<file path="src/rtl/edge_capture_pkg.sv">
// Shared constants for the edge event capture block: register addresses,
// per-channel detection mode encodings and the edge-detect helper.
package edge_capture_pkg;

  localparam logic [1:0] ADDR_STATUS   = 2'b00;
  localparam logic [1:0] ADDR_OVERFLOW = 2'b01;
  localparam logic [1:0] ADDR_MODE     = 2'b10;
  localparam logic [1:0] ADDR_IRQ_EN   = 2'b11;

  localparam logic [1:0] MODE_OFF  = 2'b00;
  localparam logic [1:0] MODE_RISE = 2'b01;
  localparam logic [1:0] MODE_FALL = 2'b10;
  localparam logic [1:0] MODE_BOTH = 2'b11;

  function automatic logic edge_detect(input logic [1:0] mode,
                                       input logic       sample,
                                       input logic       history);
    logic hit;
    case (mode)
      MODE_RISE: hit = sample & ~history;
      MODE_FALL: hit = ~sample & history;
      MODE_BOTH: hit = sample ^ history;
      default:   hit = 1'b0;
    endcase
    return hit;
  endfunction

endpackage

</file>
<file path="src/rtl/edge_capture_channel.sv">
// One monitored channel: optional 2-flop synchroniser, history bit, edge
// detect and the sticky STATUS/OVERFLOW bits. EDGE_EVENT_CAPTURE_SYNC_EN adds the synchroniser.
module edge_capture_channel
  import edge_capture_pkg::*;
(
  input  logic       Clock,
  input  logic       Reset,
  input  logic       armed,
  input  logic       in_bit,
  input  logic [1:0] mode,
  input  logic       clr_status,
  input  logic       clr_overflow,
  output logic       status,
  output logic       overflow
);

  logic sample;
  logic history_reg;
  logic hit;
  logic status_next;
  logic overflow_next;

`ifdef EDGE_EVENT_CAPTURE_SYNC_EN
  logic sync_meta_reg;
  logic sync_out_reg;

  always_ff @(posedge Clock or posedge Reset) begin
    if (Reset) begin
      sync_meta_reg <= 1'b0;
      sync_out_reg  <= 1'b0;
    end else begin
      sync_meta_reg <= in_bit;
      sync_out_reg  <= sync_meta_reg;
    end
  end

  assign sample = sync_out_reg;
`else
  assign sample = in_bit;
`endif

  // Detection is held off until armed so the history can load after reset.
  assign hit = armed & edge_detect(mode, sample, history_reg);

  // A new edge beats a same-cycle clear; overflow only counts against a bit
  // that stays set through this cycle.
  assign status_next   = hit | (status & ~clr_status);
  assign overflow_next = (hit & status & ~clr_status) | (overflow & ~clr_overflow);

  always_ff @(posedge Clock or posedge Reset) begin
    if (Reset) begin
      history_reg <= 1'b0;
      status      <= 1'b0;
      overflow    <= 1'b0;
    end else begin
      history_reg <= sample;
      status      <= status_next;
      overflow    <= overflow_next;
    end
  end

endmodule

</file>
<file path="src/rtl/edge_event_capture.sv">
// Edge event capture top: CHANNELS edge-detect channels behind a 4-register
// bus slave. Optional input synchroniser via EDGE_EVENT_CAPTURE_SYNC_EN.
module edge_event_capture
  import edge_capture_pkg::*;
#(
  parameter int CHANNELS = 8,
  parameter int DATA_W   = 32
) (
  input  logic                Clock,
  input  logic                Reset,
  input  logic [CHANNELS-1:0] In,
  input  logic                ChipSelect,
  input  logic [1:0]          Address,
  input  logic                Write,
  input  logic                Read,
  input  logic [DATA_W-1:0]   WriteData,
  output logic [DATA_W-1:0]   ReadData,
  output logic                Irq
);

  logic                  armed_reg;
  logic [2*CHANNELS-1:0] mode_reg;
  logic [CHANNELS-1:0]   irq_en_reg;
  logic [CHANNELS-1:0]   status_vec;
  logic [CHANNELS-1:0]   overflow_vec;
  logic [CHANNELS-1:0]   clr_status_vec;
  logic [CHANNELS-1:0]   clr_overflow_vec;
  logic [DATA_W-1:0]     read_next;
  logic                  wr_en;
  logic                  rd_en;

  assign wr_en = ChipSelect & Write;
  assign rd_en = ChipSelect & Read;

  assign clr_status_vec   = (wr_en && Address == ADDR_STATUS)   ? WriteData[CHANNELS-1:0] : '0;
  assign clr_overflow_vec = (wr_en && Address == ADDR_OVERFLOW) ? WriteData[CHANNELS-1:0] : '0;

  generate
    for (genvar gi = 0; gi < CHANNELS; gi++) begin : g_channel
      edge_capture_channel u_channel (
        .Clock        (Clock),
        .Reset        (Reset),
        .armed        (armed_reg),
        .in_bit       (In[gi]),
        .mode         (mode_reg[2*gi+1:2*gi]),
        .clr_status   (clr_status_vec[gi]),
        .clr_overflow (clr_overflow_vec[gi]),
        .status       (status_vec[gi]),
        .overflow     (overflow_vec[gi])
      );
    end

    if (DATA_W > 2*CHANNELS) begin : g_unused_wdata
      logic unused_wdata;
      assign unused_wdata = ^WriteData[DATA_W-1:2*CHANNELS];
    end
  endgenerate

  always_ff @(posedge Clock or posedge Reset) begin
    if (Reset) begin
      armed_reg  <= 1'b0;
      mode_reg   <= '0;
      irq_en_reg <= '0;
    end else begin
      armed_reg <= 1'b1;
      if (wr_en && Address == ADDR_MODE)
        mode_reg <= WriteData[2*CHANNELS-1:0];
      if (wr_en && Address == ADDR_IRQ_EN)
        irq_en_reg <= WriteData[CHANNELS-1:0];
    end
  end

  // Reads sample the registers before this cycle's update, so a read that
  // coincides with a W1C returns the pre-clear value.
  always_comb begin
    read_next = '0;
    case (Address)
      ADDR_STATUS:   read_next[CHANNELS-1:0]   = status_vec;
      ADDR_OVERFLOW: read_next[CHANNELS-1:0]   = overflow_vec;
      ADDR_MODE:     read_next[2*CHANNELS-1:0] = mode_reg;
      default:       read_next[CHANNELS-1:0]   = irq_en_reg;
    endcase
  end

  always_ff @(posedge Clock or posedge Reset) begin
    if (Reset) begin
      ReadData <= '0;
      Irq      <= 1'b0;
    end else begin
      if (rd_en)
        ReadData <= read_next;
      Irq <= |(status_vec & irq_en_reg);
    end
  end

endmodule
</file>
<file path="config.mk">
export PLATFORM = sky130hd
export DESIGN_NAME = edge_event_capture
export DESIGN_NICKNAME = d
export VERILOG_FILES = /design/src/rtl/edge_capture_pkg.sv /design/src/rtl/edge_capture_channel.sv /design/src/rtl/edge_event_capture.sv
export SDC_FILE = /design/constraint.sdc
export NUM_CORES = 1
export LEC_CHECK = 0
export CAP_MARGIN = 40
export CORE_MARGIN = 1
export CORE_UTILIZATION = 55
export CTS_BUF_LIST = sky130_fd_sc_hd__clkbuf_4 sky130_fd_sc_hd__clkbuf_8
export CTS_CLUSTER_DIAMETER = 80
export DETAILED_ROUTE_END_ITERATION = 7
export PLACE_DENSITY_LB_ADDON = 0.3
export SLEW_MARGIN = 20
export SYNTH_ARGS = -nofsm -noshare
export SYNTH_HDL_FRONTEND = slang
export SYNTH_SLANG_ARGS = --single-unit
</file>
<file path="constraint.sdc">
create_clock -name Clock -period 5.05 [get_ports Clock]
set_clock_uncertainty 0.1 [all_clocks]
set_input_delay 1.01 -clock Clock [delete_from_list [all_inputs] [get_ports Clock]]
set_output_delay 1.01 -clock Clock [all_outputs]
set_load 0.01 [all_outputs]
</file>
# Yosys cells after proc, flatten, opt, wreduce, memory -nomap -nowiden
# Cells that the tools add are included.
[totals] ff_bits=66 elab_cells=189
[op_classes] n_eq_ne=27 mux=12 n_bitwise=115 reduce_logical=6
[ops] op="1-bit bitwise AND" count=58
[ops] op="2-bit == test, second input constant" count=18
[ops] op="1-bit NOT" count=32
[ops] op="8-bit two-way mux" count=3
[ops] op="1-bit one-hot mux with 3 select lines" count=8
[ops] op="8-bit one-hot mux with 3 select lines" count=1
[ops] op="2-bit by 1-bit == test with 1-bit output, second input constant" count=9
[ops] op="1-bit OR" count=16
[ops] op="8-bit bitwise AND" count=1
[ops] op="8-bit OR reduction" count=1
[ops] op="1-bit bitwise XOR" count=8
[ops] op="1-bit logical AND" count=4
[ops] op="2-bit logical NOT" count=1

# Depth between registers and ports, before layout
[depth] depth_word=7 depth_mapped=6

# Cells and area by module
# From an unflattened synthesis, not the netlist that was laid out.
[hier_totals] cells_unflattened=294 hier_area_um2=3540.9
[modules_own_cells] module="edge_event_capture" instances=1 cells_per_inst=142 area_per_inst_um2=2039.5
[modules_own_cells] module="edge_capture_channel" instances=8 cells_per_inst=19 area_per_inst_um2=187.7

# Worst setup path before layout
# OpenSTA, ideal clock, no wires.
[synth_timing] path_type="input port to flip-flop" from="input Address[0]" to="register ReadData[0]" arrival_time_ps=1889 setup_slack_ps=2937 cell_stages=3 n_path_buf=1 cell_sequence="buf_6 > mux4_2 > mux2_2"
[synth_between] elab_chain_cells=2 elab_cells_between_ends=4
[synth_rtl] element="from (decl)" line_no="edge_event_capture.sv:13" text="input logic [1:0] Address,"
[synth_rtl] element="2-bit == test (tied with other cells)" line_no="edge_event_capture.sv:77" text="case (Address)"
[synth_rtl] element="8-bit one-hot mux with 3 select lines *" line_no="edge_event_capture.sv:77"
[synth_rtl] element="to (signal assigned)" line_no="edge_event_capture.sv:91" text="ReadData <= read_next;"
[synth_rtl] element="to (decl)" line_no="edge_event_capture.sv:17" text="output logic [DATA_W-1:0] ReadData,"
# Every way passes the cells marked *; elsewhere a longest branch is shown, timed or not.
# A chain may end at the register's enable or synchronous reset.

# Worst setup path in the final report
[layout_timing] from="input Address[0]" to="register mode_reg[14]"
[layout_between] elab_chain_cells=2
[layout_rtl] element="2-bit == test" line_no="edge_event_capture.sv:66" text="if (wr_en && Address == ADDR_MODE)"
[layout_rtl] element="1-bit logical AND" line_no="edge_event_capture.sv:66"
[layout_rtl] element="to (signal assigned)" line_no="edge_event_capture.sv:67" text="mode_reg <= WriteData[2*CHANNELS-1:0];"
[layout_rtl] element="to (decl)" line_no="edge_event_capture.sv:22" text="logic [2*CHANNELS-1:0] mode_reg;"
# Every way passes these cells.

==> flow_metrics.env <==
export IMPL_std_cell_rows=28
export IMPL_initial_utilization_pct=57.65
export IMPL_slew_headroom_pct=48.36
export IMPL_routed_wirelength_um=6827
export IMPL_power_frac_clock_pct=28.0
export IMPL_power_switching_fraction_pct=28.77
export IMPL_overflow_left_after_global_routing=0
export IMPL_clock_fmax_ghz=0.3293
export IMPL_post_synth_xor_area_fraction_pct=0
export IMPL_total_clock_buffers_created_by_cts=9
export IMPL_ir_drop_mv=0.2361
export IMPL_synth_fa_ha_area_share_pct=5.831
export IMPL_core_area_mm2=0.005956
export IMPL_postCtsResizedCells=0
export IMPL_detail_route_vias_per_cell=5.630
export IMPL_worstSkewPairLatency_ns=0.35
export IMPL_hp_start="ReadData[14]"
export IMPL_ios=80
export IMPL_cts_sinks=66
export IMPL_layout_core_utilization_pct=68.87
export IMPL_hold_path_class="reg2reg"
export IMPL_synth_area_mux_share_pct=17.24
export IMPL_detailedPlacementHpwl_um=4731
export IMPL_nNetsFinal=410
export IMPL_die_h_um=81.01
export IMPL_worst_ep_required_time_ns=5.18
export IMPL_share_seq_of_total_power_pct=48.7
export IMPL_largest_family_of_logic_cells_by_synthesized_area="multiplexers"
export IMPL_antenna_found_initial=0
export IMPL_dp_cells=411
export IMPL_chipWidth_um=81.01
export IMPL_fillerInstances=438
export IMPL_leakage_uw=0.001939
export IMPL_post_cts_buffers=0
export IMPL_remaining_drc_errors=0
export IMPL_part_of_the_cycle_the_worst_path_needs_pct=60.13
export IMPL_worst_setup_hold_path_clk_slew_ns=0.07
export IMPL_tritoncts_clock_tree="yes"
export IMPL_global_route_wire_length_before_repair_um=11280
export IMPL_h_tree_depth=3
export IMPL_timing_critical_path_from="Address[0]"
export IMPL_path_max_fanout=17
export IMPL_min_period_ns=3.037
export IMPL_rsz0062_at_grt="no"
export IMPL_ys_types=32
export IMPL_post_drt_wl_per_cell_um=15.99
export IMPL_cellPowerDensity_mw_per_mm2=368.9
export IMPL_flow_area_growth_from_synthesis_pct=19.46
export IMPL_grt_max_degree=32
export IMPL_cts_hold_repair_buffers=0
export IMPL_routabilityCongestion=0.7533
export IMPL_postSynthAreaPerCell_um2=11.60
export IMPL_most_common_layout_cells="sky130_fd_sc_hd__dfrtp_1 (66), sky130_fd_sc_hd__clkdlybuf4s50_1 (47), sky130_fd_sc_hd__nand2_1 (34)"
export IMPL_synth_simple_area_share_pct=9.402
export IMPL_status="finished clean"
export IMPL_grt_total_usage_pct=23.80
export IMPL_synthesis_instances=296
export IMPL_drv_slew=0
export IMPL_portion_of_the_post_synthesis_area_used_by_sequential_elements_pct=48.10
export IMPL_power_switching_uw=435.3
export IMPL_vias_in_the_first_global_route=2358
export IMPL_cts_root_buffer="sky130_fd_sc_hd__clkbuf_8"
export IMPL_reg2reg_from="armed_reg"
export IMPL_antenna_cells=0
export IMPL_cellInternalPower_uw=1078
export IMPL_worstMarginPinSlew_ns=0.7722
export IMPL_final_common_cell="sky130_fd_sc_hd__dfrtp_1"
export IMPL_io_buffer_count=47
export IMPL_dr_pass1_iters=6
export IMPL_fin_setup_tns_ns=0
export IMPL_synth_warning_count=0
export IMPL_synth_compound_area_share_pct=11.52
export IMPL_layout_drive_gt1_share_pct=17.33
export IMPL_cp_data_arrival_time_ns=3.17
export IMPL_timing_hold_violations_final=0
export IMPL_timing_critical_path_from_type="primary input"
export IMPL_setup_violations=0
export IMPL_setup_worst_path_class="in2reg"
export IMPL_critical_path_endpoint_type="flip-flop"
export IMPL_finish_cell_count_without_fillers=427
export IMPL_cap_viol_max_count=0
export IMPL_ys_seq_elements=66
export IMPL_cts_buffer_depth=2
export IMPL_netlist_area_mm2=0.003433
export IMPL_vias_after_detailed_routing=2404
export IMPL_drt_iter0_drc=193
export IMPL_combinationalPowerShare_pct=23.3
export IMPL_detail_route_antenna_nets=0
export IMPL_design_die_area_mm2=0.006563
## routing by layer
metal / vias up / part of all wire [%] / GRT usage (%)
met5: - / 0 / 0
met4: 0 / 1.4 / 10.36
met3: 8 / 5.7 / 7.640
met2: 81 / 49 / 36.13
met1: 1192 / 44 / 31.26
li1: 1123 / - / -
## worst paths after layout
kind | slack (ns) | to | depth (start not counted)
setup / recovery | 2.01 | mode_reg[14] | 3
max in group asynchronous | 3.20 | mode_reg[13] | 4
hold reg to reg | 0.41 | ReadData[14] | 1
hold / removal | 0.41 | ReadData[14] | 1
min in group asynchronous | 0.81 | ReadData[8] | 2
setup reg to reg | 3.37 | g_channel[5].u_channel.overflow | 3
## layout make-up
class	count	area, um2	area share, %
timing repair buffer	49	498.0	12.14
tap	75	93.84	2.288
inverter	25	93.84	2.288
multi-input combinational	196	1574	38.38
clock inverter	2	10.01	0.2441
sequential	66	1652	40.27
clock buffer	14	180.2	4.393
## critical path, stage by stage
cell and delay (ns):
sky130_fd_sc_hd__clkdlybuf4s50_1 0.80, sky130_fd_sc_hd__nand4b_2 0.84, sky130_fd_sc_hd__mux2_2 0.50
## power groups by stage
stage / logic [uW] / clock network, uW / registers [uW]
after detailed placement: 354 / 0 / 744
after global routing: 389 / 457 / 753
after floorplan: 220 / 0 / 729
final: 352 / 424 / 736
after CTS: 357 / 433 / 734
after global placement: 342 / 0 / 736
## cell families after synthesis
| logic type | after synthesis |
|---|---|
| compound gates | 53 |
| fa+ha+maj | 16 |
| flops | 66 |
| simple gates | 65 |
| other cells | 2 |
| buf+inv | 49 |
| mux | 45 |
## per-stage QoR
| stage | setup slack [ns] | total power [uW] | hold WS [ns] | area (um2) |
|---|---|---|---|---|
| after floorplan | 2.285 | 949.2 | 0.3644 | 3490 |
| after global placement | 1.666 | 1078 | 0.3831 | 3891 |
| after detailed placement | 1.621 | 1098 | 0.3907 | 3911 |
| after CTS | 1.995 | 1524 | 0.4104 | 4101 |
| after global routing | 1.867 | 1599 | 0.4311 | 4101 |
| final | 2.013 | 1513 | 0.4076 | 4101 |
## synth_stat cells
| library cell | number | area share, % |
|---|---|---|
| sky130_fd_sc_hd__dfrtp_1 | 66 | 48 |
| sky130_fd_sc_hd__nand2_1 | 34 | 3.7 |
| sky130_fd_sc_hd__mux2_2 | 30 | 9.8 |
| sky130_fd_sc_hd__inv_1 | 25 | 2.7 |
| sky130_fd_sc_hd__buf_4 | 18 | 3.9 |
| sky130_fd_sc_hd__ha_1 | 16 | 5.8 |
| sky130_fd_sc_hd__a22o_1 | 15 | 3.8 |
| sky130_fd_sc_hd__nor2_1 | 8 | 0.87 |
| sky130_fd_sc_hd__a211oi_1 | 7 | 1.5 |
| sky130_fd_sc_hd__a21o_1 | 7 | 1.5 |
| sky130_fd_sc_hd__a21oi_1 | 7 | 1.0 |
| sky130_fd_sc_hd__and3_1 | 7 | 1.3 |
| sky130_fd_sc_hd__mux2i_1 | 7 | 2.0 |
| sky130_fd_sc_hd__mux4_2 | 7 | 4.6 |
| sky130_fd_sc_hd__nor3_1 | 7 | 1.0 |
| sky130_fd_sc_hd__o221ai_1 | 7 | 1.8 |
| sky130_fd_sc_hd__o21ai_0 | 5 | 0.73 |
| sky130_fd_sc_hd__a22oi_1 | 4 | 0.87 |
| sky130_fd_sc_hd__buf_2 | 4 | 0.58 |
| sky130_fd_sc_hd__conb_1 | 2 | 0.22 |
| sky130_fd_sc_hd__nand2b_1 | 2 | 0.36 |
| sky130_fd_sc_hd__a21boi_0 | 1 | 0.22 |
| sky130_fd_sc_hd__and4bb_2 | 1 | 0.36 |
| sky130_fd_sc_hd__buf_6 | 1 | 0.33 |
| sky130_fd_sc_hd__clkbuf_1 | 1 | 0.11 |
| sky130_fd_sc_hd__mux4_1 | 1 | 0.77 |
| sky130_fd_sc_hd__nand2_2 | 1 | 0.18 |
| sky130_fd_sc_hd__nand4_1 | 1 | 0.18 |
| sky130_fd_sc_hd__nand4_2 | 1 | 0.36 |
| sky130_fd_sc_hd__nand4b_1 | 1 | 0.26 |
| sky130_fd_sc_hd__nand4b_2 | 1 | 0.44 |
| sky130_fd_sc_hd__nor3b_2 | 1 | 0.36 |
Note: power is estimated with default switching activity, not from simulation.
